`config.mk`:
```
export PLATFORM = sky130hd
export DESIGN_NAME = isram_boot_loader
export DESIGN_NICKNAME = d
export VERILOG_FILES = /design/src/rtl/isram_boot_loader.sv
export SDC_FILE = /design/constraint.sdc
export NUM_CORES = 1
export LEC_CHECK = 0
export BUFFER_PORTS_ARGS = -buffer_cell sky130_fd_sc_hd__buf_2
export CAP_MARGIN = 20
export CORE_ASPECT_RATIO = 1.4
export CORE_UTILIZATION = 48
export CTS_CLUSTER_SIZE = 30
export DETAILED_ROUTE_END_ITERATION = 8
export GPL_TIMING_DRIVEN = 0
export HOLD_SLACK_MARGIN = 0.05
export PLACE_DENSITY = 0.79
export RECOVER_POWER = 50
export SLEW_MARGIN = 20
export SYNTH_ARGS = -nofsm -noshare
export SYNTH_HDL_FRONTEND = slang
export SYNTH_SLANG_ARGS = --single-unit
```
`constraint.sdc`:
```
create_clock -name hclk -period 3.05 [get_ports hclk]
set_input_delay 0.61 -clock hclk [delete_from_list [all_inputs] [get_ports hclk]]
set_output_delay 0.61 -clock hclk [all_outputs]
set_load 0.005 [all_outputs]
```
`src/rtl/isram_boot_loader.sv`:
```
// isram_boot_loader: streams a 32-bit boot image into the byte-lane ISRAM.
// Optional zero-fill of the untouched tail: define ISRAM_LOADER_ZERO_FILL_EN.
module isram_boot_loader #(
    parameter int DEPTH = 16384,
    parameter int AW    = 14
) (
    input  logic          hclk,
    input  logic          hrst,
    input  logic          start,
    input  logic          s_valid,
    output logic          s_ready,
    input  logic [31:0]   s_data,
    input  logic          s_last,
    output logic          sram_cen,
    output logic          sram_wen,
    output logic [AW-1:0] sram_addr,
    output logic [7:0]    sram_wdata0,
    output logic [7:0]    sram_wdata1,
    output logic [7:0]    sram_wdata2,
    output logic [7:0]    sram_wdata3,
    output logic [AW:0]   load_cnt,
    output logic          load_done,
    output logic          overflow,
    output logic          cpu_rst_hold
);

    typedef enum logic [1:0] {
        IDLE = 2'd0,
        LOAD = 2'd1,
`ifdef ISRAM_LOADER_ZERO_FILL_EN
        FILL = 2'd2,
`endif
        DONE = 2'd3
    } state_t;

    localparam logic [AW:0] LAST_IDX = (AW+1)'(DEPTH - 1);

    state_t state;

`ifdef ISRAM_LOADER_ZERO_FILL_EN
    logic [AW-1:0] fill_ptr;
    logic          fill_end;
    assign fill_end = (fill_ptr == LAST_IDX[AW-1:0]);
`endif

    logic hs;
    logic at_end;

    // accept only while the registered state is LOAD, so a beat after s_last is refused
    assign hs     = s_valid & s_ready & (state == LOAD);
    assign at_end = (load_cnt == LAST_IDX);

    // loader FSM with all outputs registered; SRAM strobes are one-cycle pulses
    always_ff @(posedge hclk) begin
        if (hrst) begin
            state        <= IDLE;
            s_ready      <= 1'b0;
            sram_cen     <= 1'b1;
            sram_wen     <= 1'b1;
            sram_addr    <= '0;
            sram_wdata0  <= '0;
            sram_wdata1  <= '0;
            sram_wdata2  <= '0;
            sram_wdata3  <= '0;
            load_cnt     <= '0;
            load_done    <= 1'b0;
            overflow     <= 1'b0;
            cpu_rst_hold <= 1'b1;
`ifdef ISRAM_LOADER_ZERO_FILL_EN
            fill_ptr     <= '0;
`endif
        end else begin
            sram_cen <= 1'b1;
            sram_wen <= 1'b1;

            if (hs) begin
                sram_cen    <= 1'b0;
                sram_wen    <= 1'b0;
                sram_addr   <= load_cnt[AW-1:0];
                sram_wdata0 <= s_data[31:24];
                sram_wdata1 <= s_data[23:16];
                sram_wdata2 <= s_data[15:8];
                sram_wdata3 <= s_data[7:0];
            end

            unique case (state)
                IDLE: begin
                    if (start) begin
                        load_cnt     <= '0;
                        load_done    <= 1'b0;
                        overflow     <= 1'b0;
                        cpu_rst_hold <= 1'b1;
                        s_ready      <= 1'b1;
                        state        <= LOAD;
                    end
                end
                LOAD: begin
                    if (hs) begin
                        load_cnt <= load_cnt + 1'b1;
                        if (s_last) begin
                            s_ready <= 1'b0;
`ifdef ISRAM_LOADER_ZERO_FILL_EN
                            if (at_end) begin
                                state <= DONE;
                            end else begin
                                fill_ptr <= load_cnt[AW-1:0] + 1'b1;
                                state    <= FILL;
                            end
`else
                            state <= DONE;
`endif
                        end else if (at_end) begin
                            overflow <= 1'b1;
                            s_ready  <= 1'b0;
                            state    <= DONE;
                        end
                    end
                end
`ifdef ISRAM_LOADER_ZERO_FILL_EN
                FILL: begin
                    sram_cen    <= 1'b0;
                    sram_wen    <= 1'b0;
                    sram_addr   <= fill_ptr;
                    sram_wdata0 <= '0;
                    sram_wdata1 <= '0;
                    sram_wdata2 <= '0;
                    sram_wdata3 <= '0;
                    if (fill_end) begin
                        state <= DONE;
                    end else begin
                        fill_ptr <= fill_ptr + 1'b1;
                    end
                end
`endif
                DONE: begin
                    if (start) begin
                        load_cnt     <= '0;
                        load_done    <= 1'b0;
                        overflow     <= 1'b0;
                        cpu_rst_hold <= 1'b1;
                        s_ready      <= 1'b1;
                        state        <= LOAD;
                    end else begin
                        load_done    <= 1'b1;
                        cpu_rst_hold <= 1'b0;
                    end
                end
                default: begin
                    state   <= IDLE;
                    s_ready <= 1'b0;
                end
            endcase
        end
    end

endmodule

```
==> results of run 1 <==
[worst paths after layout]
check        slack, ns        endpoint
max               0.73    load_cnt[12]
min reg2reg       0.45  sram_wdata2[4]
max reg2reg       0.73    load_cnt[12]
min               0.45  sram_wdata2[4]
[final cells by class]
class	instances	share of cell area [%]
plain buffers	22	2.726
clock buffers	11	4.053
clock inverters	4	2.116
inverters	6	0.6456
multi-input cells	239	35.22
flip-flops and latches	68	39.02
well taps	68	2.439
repair buffers	102	13.77
[layer usage]
layer,vias to the layer above,track usage (%),part of all wire [%]
met5,-,0,0
met2,72,39.18,51
met3,15,4.672,4.3
met1,1193,25.00,42
met4,0,14.49,2.7
li1,1367,-,-
[state kept, by name, summed over array words and instances (netlist names)]
name          flops
s_ready           1
state             2
sram_wdata1       8
load_done         1
sram_wdata3       8
load_cnt         15
cpu_rst_hold      1
sram_wdata2       8
sram_wdata0       8
sram_wen          1
sram_addr        14
overflow          1
[worst max-delay path, stage by stage, from the launching register on]
cell      delay (ns)
dfxtp_1         0.36
inv_1           0.09
ha_1            0.40
o21bai_2        0.19
or3_1           0.37
clkbuf_1        0.18
or4_1           0.53
a21oi_1         0.14
[Yosys cell counts, types with 3 or more instances]
master    count  share of area [%]
o31ai_1       4                1.1
clkbuf_1     17                2.4
inv_1         6               0.83
or3_1         5                1.2
nand2_1     101                 14
a211oi_1      3               0.83
or4_1         5                1.4
nand3_1       7                1.3
o21ai_0       5               0.92
dfxtp_1      68                 50
xnor2_1       6                1.9
ha_1          5                2.3
nor4_1        4               0.92
a21oi_1      55                 10
nor2_1       13                1.8
[where the power goes]
group,switching [mW],leakage [nW],internal [mW]
registers,0.0432,0.549,0.946
clock network,0.322,0.109,0.478
logic,0.309,0.720,0.210
total,0.675,1.38,1.63
[cell families (layout without fill, tap and decap cells)]
family	Yosys count	in the layout	synth area share, %
and+or+nand+nor	148	148	23.84
AOI/OAI and AO/OA	79	79	16.96
DFF	68	68	50.28
buffers and inverters	28	145	4.344
xor gates and xnor gates	7	7	2.264
adders and majority gates	5	5	2.311
[layout by cell type (no fill, tap or decap), types with 2 or more instances in the layout]
master,n
a211oi_1,3
nand2_1,101
bufinv_16,2
or2_2,2
inv_1,6
xnor2_1,6
clkbuf_8,10
o21ai_0,5
o311ai_0,2
nor2_1,13
nand4_1,2
o31ai_1,4
ha_1,5
clkbuf_1,41
nand3_1,7
a21oi_1,55
nor4_1,4
dfxtp_1,68
nor3b_1,2
or4_1,5
buf_2,79
or3_1,5
a21o_1,2
nor2b_1,2
buf_1,3
[through the flow]
stage | setup slack [ns] | instances | hold slack [ns]
after global placement | 0.8025 | 505 | 0.4393
after detailed placement | 0.7557 | 505 | 0.4433
after floorplan | 0.9452 | 335 | 0.4527
after global routing | 0.5731 | 520 | 0.4700
final | 0.7347 | 520 | 0.4504
after CTS | 0.7459 | 520 | 0.4536
==> results_dict.tcl, run 1 <==
set metrics [dict create \
    status "finished clean" \
    cts_made_buffers 9 \
    ant_nets 0 \
    grt_usage_pct 22.94 \
    drt-total-wl_mm 6.413 \
    ys_seq_elements 68 \
    grt_max_degree 12 \
    r2r-start "state[1]" \
    cts_tree "built" \
    fin_crit_sh_pct 75.91 \
    die_h_um 90.87 \
    yosysSeqAreaShare_pct 50.28 \
    synth_edf_count 0 \
    synth-main-ff-cell "dfxtp_1" \
    rsz0062_at_grt "false" \
    finalSetupTns_ns 0 \
    crit_arrival_ns 2.59 \
    detailed_place_hpwl_mm 4.613 \
    drv_slew 0 \
    num_vias 2647 \
    synth.avg_cell_area_um2 8.082 \
    syn_to_final_growth_pct 28.84 \
    path_class "flop to flop" \
    cts_buffer_depth 2 \
    drc 0 \
    worst_hold_startpoint "sram_wdata2[4]" \
    async_flop_share_pct 0 \
    nFillCells 495 \
    dieWidth_um 65.48 \
    cts_root_buffer "clkbuf_8" \
    synthesis.nets 377 \
    worstPathMaxFanout 10 \
    end_kind "flop" \
    htree_levels 3 \
    grt_pass1_wl_mm 10.50 \
    synthDistinctLibCells 39 \
    holdPathStages 2 \
    fin_util_pct 63.59 \
    power_leakage_nw 1.379 \
    port_buffers 102 \
    multi_input_area_um2 1229 \
    vdd_ir_drop_max_v 0.0004258 \
    finalNetCount 490 \
    fmax_mhz 431.9 \
    antenna_found_initial 0 \
    cp.required_ns 3.33 \
    path_clk_slew_ns 0.07 \
    diodes 0 \
    wl_per_cell_um 12.33 \
    maxCapViolCount 0 \
    cts_setup_buffers 0 \
    clock-sinks 68 \
    holdBufCountCts 0 \
    insertion_delay_ns 0.34 \
    vias_per_cell 5.090 \
    syn_inst 335 \
    finalCriticalPeriod_ns 2.315 \
    dpl-instance-area_um2 3303 \
    initial_core_util_pct 49.36 \
    drive_gt1_share_pct 22.35 \
    clock-skew-final_ns 0.01224 \
    cp-start-kind "flop" \
    finalPower_mw 2.309 \
    row_count 32 \
    ys_warn_count 0 \
    syn_area_um2 2708 \
    worstSetupStartpoint "state[1]" \
    setup_viol 0 \
    hp-class "flop to flop" \
    final_area_um2 3488 \
    io_pins 104 \
    coreArea_um2 5485 \
    initialDrtViolationCount 127 \
    slew_headroom_pct 63.55 \
    hold_viol 0 \
    grt_pass1_vias 2459 \
    gr-total-overflow 0 \
    regArea_um2 1361 \
    dr.pass1.iters 4 \
    worst_pin_slew_ns 0.5467 \
    place_congestion 0.8080 \
    power_density_nw_per_um2 662.0 \
    cts_resized 0 \
    reg2regPathDepth 7 \
    die_area_um2 5949 \
]
Note: power is estimated with default switching activity, not from simulation.
==> inputs of run 2 (changes only) <==
clock period = 2.2 ns   (was 3.05 ns; I/O delays follow)
==> results_dict.tcl, run 2 (synthesis results as in run 1) <==
set metrics [dict create \
    insertion_delay_ns 0.33 \
    worstPathMaxFanout 8 \
    critPathMaxStageDelay_ns 0.49 \
    cp_top_family "simple AND/OR/NAND/NOR gates" \
    p_int_mw 2.380 \
    drive_gt1_share_pct 25.11 \
    drc 0 \
    dieWidth_um 65.48 \
    crit_arrival_ns 2.39 \
    rsz0062_at_grt "false" \
    num_vias 2666 \
    initial_core_util_pct 49.36 \
    io_pins 104 \
    end_kind "flop" \
    cp_common_cell "buf_6" \
    use_met3_pct 4.672 \
    coreArea_um2 5485 \
    fin_hold_ws_ns 0.3348 \
    hold_viol 0 \
    worst_pin_slew_ns 0.5375 \
    met1_usage_pct 25.24 \
    grt_usage_pct 23.20 \
    die_area_um2 5949 \
    diodes 0 \
    crit_path_cell_trace "inv_2 -> ha_4 -> a21boi_2 -> buf_6 -> or3_4 -> buf_6 -> or4_1 -> a21oi_1" \
    final_cell_mix "nand2_1 (101), buf_2 (78), dfxtp_1 (66), a21oi_1 (55), clkbuf_1 (40)" \
    cp.required_ns 2.47 \
    cts_root_buffer "clkbuf_8" \
    top_regs "load_cnt: 15 flops, sram_addr: 14 flops" \
    fin_crit_sh_pct 96.41 \
    met2_usage_pct 39.78 \
    finalPower_mw 3.364 \
    grt_pass1_vias 2471 \
    antenna_found_initial 0 \
    slew_headroom_pct 64.17 \
    cts_tree "built" \
    cts_buffer_depth 2 \
    drt-total-wl_mm 6.536 \
    finalNonFillerCells 522 \
    p_comb_share_pct 26.0 \
    cts_made_buffers 9 \
    maxCapViolCount 0 \
    grt_pass1_wl_mm 10.60 \
    multi_input_area_um2 1287 \
    netSwitchingPower_mw 0.9847 \
    hp-class "input pin to flop" \
    final_common_cell "nand2_1" \
    vdd_ir_drop_max_v 0.0005949 \
    ant_nets 0 \
    regMostFlops "load_cnt" \
    finalCriticalPeriod_ns 2.121 \
    pwr-share-seq_pct 41.3 \
    regArea_um2 1366 \
    finalNetCount 492 \
    critPathBufInv 3 \
    dp_cells 505 \
    path_class "flop to flop" \
    clock-sinks 68 \
    detailed_place_hpwl_mm 4.613 \
    setup_slack_ns 0.07904 \
    top_usage_layer "met2" \
    fin_util_pct 65.21 \
    wl_per_cell_um 12.52 \
    largest_reg_flops 15 \
    place_congestion 0.8080 \
    initialDrtViolationCount 117 \
    setup_viol 0 \
    syn_to_final_growth_pct 32.12 \
    finalSetupTns_ns 0 \
    final_area_um2 3577 \
    cpMaxStageDelayCell "or4_1" \
    status "finished clean" \
    power_leakage_nw 1.404 \
    htree_levels 3 \
    clock-skew-final_ns 0.01146 \
    row_count 32 \
    power_density_nw_per_um2 940.5 \
    swShare_pct 29.27 \
    nFillCells 487 \
    dpl-instance-area_um2 3303 \
    die_h_um 90.87 \
    fmax_mhz 471.5 \
    pwr-share-clk_pct 32.8 \
    grt_max_degree 12 \
    dr.pass1.iters 4 \
    vias_per_cell 5.107 \
    path_clk_slew_ns 0.07 \
    cp-start-kind "flop" \
    gr-total-overflow 0 \
    pre_cts_slack_ns -0.09435 \
    drv_slew 0 \
    port_buffers 102 \
]
==> run 2: cell count changes in the layout (fill, tap and decap cells not counted), sizes merged <==
| cell | before | now |
|---|---|---|
| clkbuf | 52 | 51 |
| buf | 83 | 86 |
==> run 2: layer usage <==
layer	vias up	share of wire, %
met1	1201	41
met2	75	51
met5	-	0
met3	15	4.7
li1	1375	-
met4	0	2.8
==> run 2: layout make-up <==
type                       count  area share [%]
buffer                        21           2.728
tap                           68           2.378
timing repair buffer         105           14.06
sequential                    68           38.20
multi-input combinational    239           35.99
inverter                       6          0.6296
clock buffer                  11           3.952
clock inverter                 4           2.064
==> run 2: worst min-delay path, cell delays in order <==
cell and delay, ns:
buf_2 0.10, nand2_1 0.04, a21oi_1 0.05
==> run 2: repair_timing <==
action / 4_1_cts / 5_1_grt
pin swaps: 0 / 2
hold buffers: 0 / 0
hold endpoints to repair: 0 / 0
cloned: 0 / 0
gates resized for setup: 8 / 10
setup endpoints to repair: 4 / 4
setup buffers: 0 / 3
==> run 2: final timing paths <==
kind	end	from	depth (start not counted)	slack, ns
setup / recovery	load_cnt[13]	state[1]	8	0.08
hold / removal	sram_wdata1[0]	s_data[16]	3	0.33
setup reg to reg	load_cnt[13]	state[1]	8	0.08
hold reg to reg	sram_wdata2[4]	sram_wdata2[4]	2	0.45
==> run 2: power by group through the flow <==
stage	registers, mW	clock network (mW)	logic, mW
3_3_place_gp	1.40	0	0.708
3_5_place_dp	1.40	0	0.723
6_report	1.39	1.10	0.873
4_1_cts	1.38	1.15	0.803
2_1_floorplan	1.40	0	0.509
5_1_grt	1.40	1.19	0.973
==> inputs of run 3 (changes only) <==
RECOVER_POWER = 100   (was 50)
==> results_dict.tcl, run 3 (synthesis results as in run 1) <==
set metrics [dict create \
    die_area_um2 5949 \
    drive_gt1_share_pct 24.45 \
    end_kind "flop" \
    detailed_place_hpwl_mm 4.613 \
    holdBufCountCts 0 \
    worstPathMaxFanout 8 \
    vias_per_cell 5.126 \
    power_density_nw_per_um2 939.9 \
    cts_tree "built" \
    die_h_um 90.87 \
    fin_hold_ws_ns 0.3321 \
    clock-skew-final_ns 0.01170 \
    finalNonFillerCells 522 \
    vdd_ir_drop_max_v 0.0005952 \
    setup_viol 0 \
    power_leakage_nw 1.396 \
    port_buffers 102 \
    wl_per_cell_um 12.56 \
    cts_root_buffer "clkbuf_8" \
    worst_pin_slew_ns 0.5371 \
    io_pins 104 \
    coreArea_um2 5485 \
    cp-start-kind "flop" \
    slew_headroom_pct 64.19 \
    cts_made_buffers 9 \
    num_vias 2676 \
    antenna_found_initial 0 \
    maxCapViolCount 0 \
    gr-total-overflow 0 \
    dp_cells 505 \
    final_cell_mix "nand2_1 (101), buf_2 (77), dfxtp_1 (66), a21oi_1 (55), clkbuf_1 (43)" \
    initial_core_util_pct 49.36 \
    finalNetCount 492 \
    finalCriticalPeriod_ns 2.124 \
    grt_pass1_wl_mm 10.60 \
    clock-sinks 68 \
    row_count 32 \
    grt_max_degree 12 \
    insertion_delay_ns 0.34 \
    ant_nets 0 \
    final_common_cell "nand2_1" \
    fin_crit_sh_pct 96.52 \
    dieWidth_um 65.48 \
    place_congestion 0.8080 \
    grt_pass1_vias 2471 \
    diodes 0 \
    rsz0062_at_grt "false" \
    largest_reg_flops 15 \
    path_clk_slew_ns 0.07 \
    hold_viol 0 \
    drt-total-wl_mm 6.555 \
    status "finished clean" \
    cp.required_ns 2.47 \
    crit_arrival_ns 2.39 \
    dr.pass1.iters 4 \
    fmax_mhz 470.9 \
    drc 0 \
    initialDrtViolationCount 118 \
    drv_slew 0 \
    nFillCells 490 \
    regMostFlops "load_cnt" \
    cts_buffer_depth 2 \
    grt_usage_pct 23.20 \
    htree_levels 3 \
    syn_to_final_growth_pct 31.93 \
    top_regs "load_cnt: 15 flops, sram_addr: 14 flops" \
    path_class "flop to flop" \
    hp-class "input pin to flop" \
]
==> run 3: what timing repair did <==
action | in CTS | in global routing
endpoints found under the setup margin | 4 | 4
gates resized for setup | 8 | 10
pin swaps | 0 | 2
buffers inserted | 0 | 3
==> run 3: worst paths after layout <==
kind                    endpoint           start  cells after the start  slack (ns)
hold / removal    sram_wdata1[0]      s_data[16]                      3        0.33
setup / recovery    load_cnt[13]        state[1]                      8        0.08
hold reg to reg   sram_wdata2[4]  sram_wdata2[4]                      2        0.45
setup reg to reg    load_cnt[13]        state[1]                      8        0.08
==> run 3: layout make-up <==
type	instances	area (um2)	share of cell area, %
timing repair buffer	105	498.0	13.94
multi-input combinational	239	1287	36.04
tap	68	85.08	2.382
sequential	68	1366	38.25
buffer	21	97.59	2.732
clock buffer	11	141.4	3.958
clock inverter	4	73.82	2.067
inverter	6	22.52	0.6305
==> run 3: metal layers <==
layer / vias to the layer above / wire length, um / global-route usage [%]
li1: 1369 / - / -
met1: 1213 / 2688 / 25.24
met2: 77 / 3361 / 39.78
met3: 17 / 309 / 4.672
met4: 0 / 195 / 14.49
met5: - / 0 / 0
==> run 3: power by group <==
| group | leakage, nW | switching [mW] | internal [mW] |
|---|---|---|---|
| Clock | 0.109 | 0.443 | 0.663 |
| Combinational | 0.736 | 0.476 | 0.388 |
| Sequential | 0.550 | 0.0695 | 1.32 |
| Total | 1.40 | 0.988 | 2.37 |
==> run 3: worst max-delay path: stages (launching register included) <==
cell      delay, ns
dfxtp_4        0.36
inv_2          0.06
ha_4           0.18
a21boi_2       0.17
buf_6          0.14
or3_4          0.38
buf_6          0.14
or4_1          0.49
a21oi_1        0.14
==> run 3: metrics by stage <==
stage	setup slack, ns	setup TNS, ns	power [mW]	area, um2	util, %
after floorplan	0.09522	0	1.905	2708	-
after global placement	-0.04748	-0.1336	2.105	3303	60.22
after detailed placement	-0.09435	-0.2855	2.122	3303	60.22
after CTS	0.01871	0	3.327	3553	64.78
after global routing	0.01463	0	3.551	3572	65.12
final	0.07650	0	3.358	3572	65.12
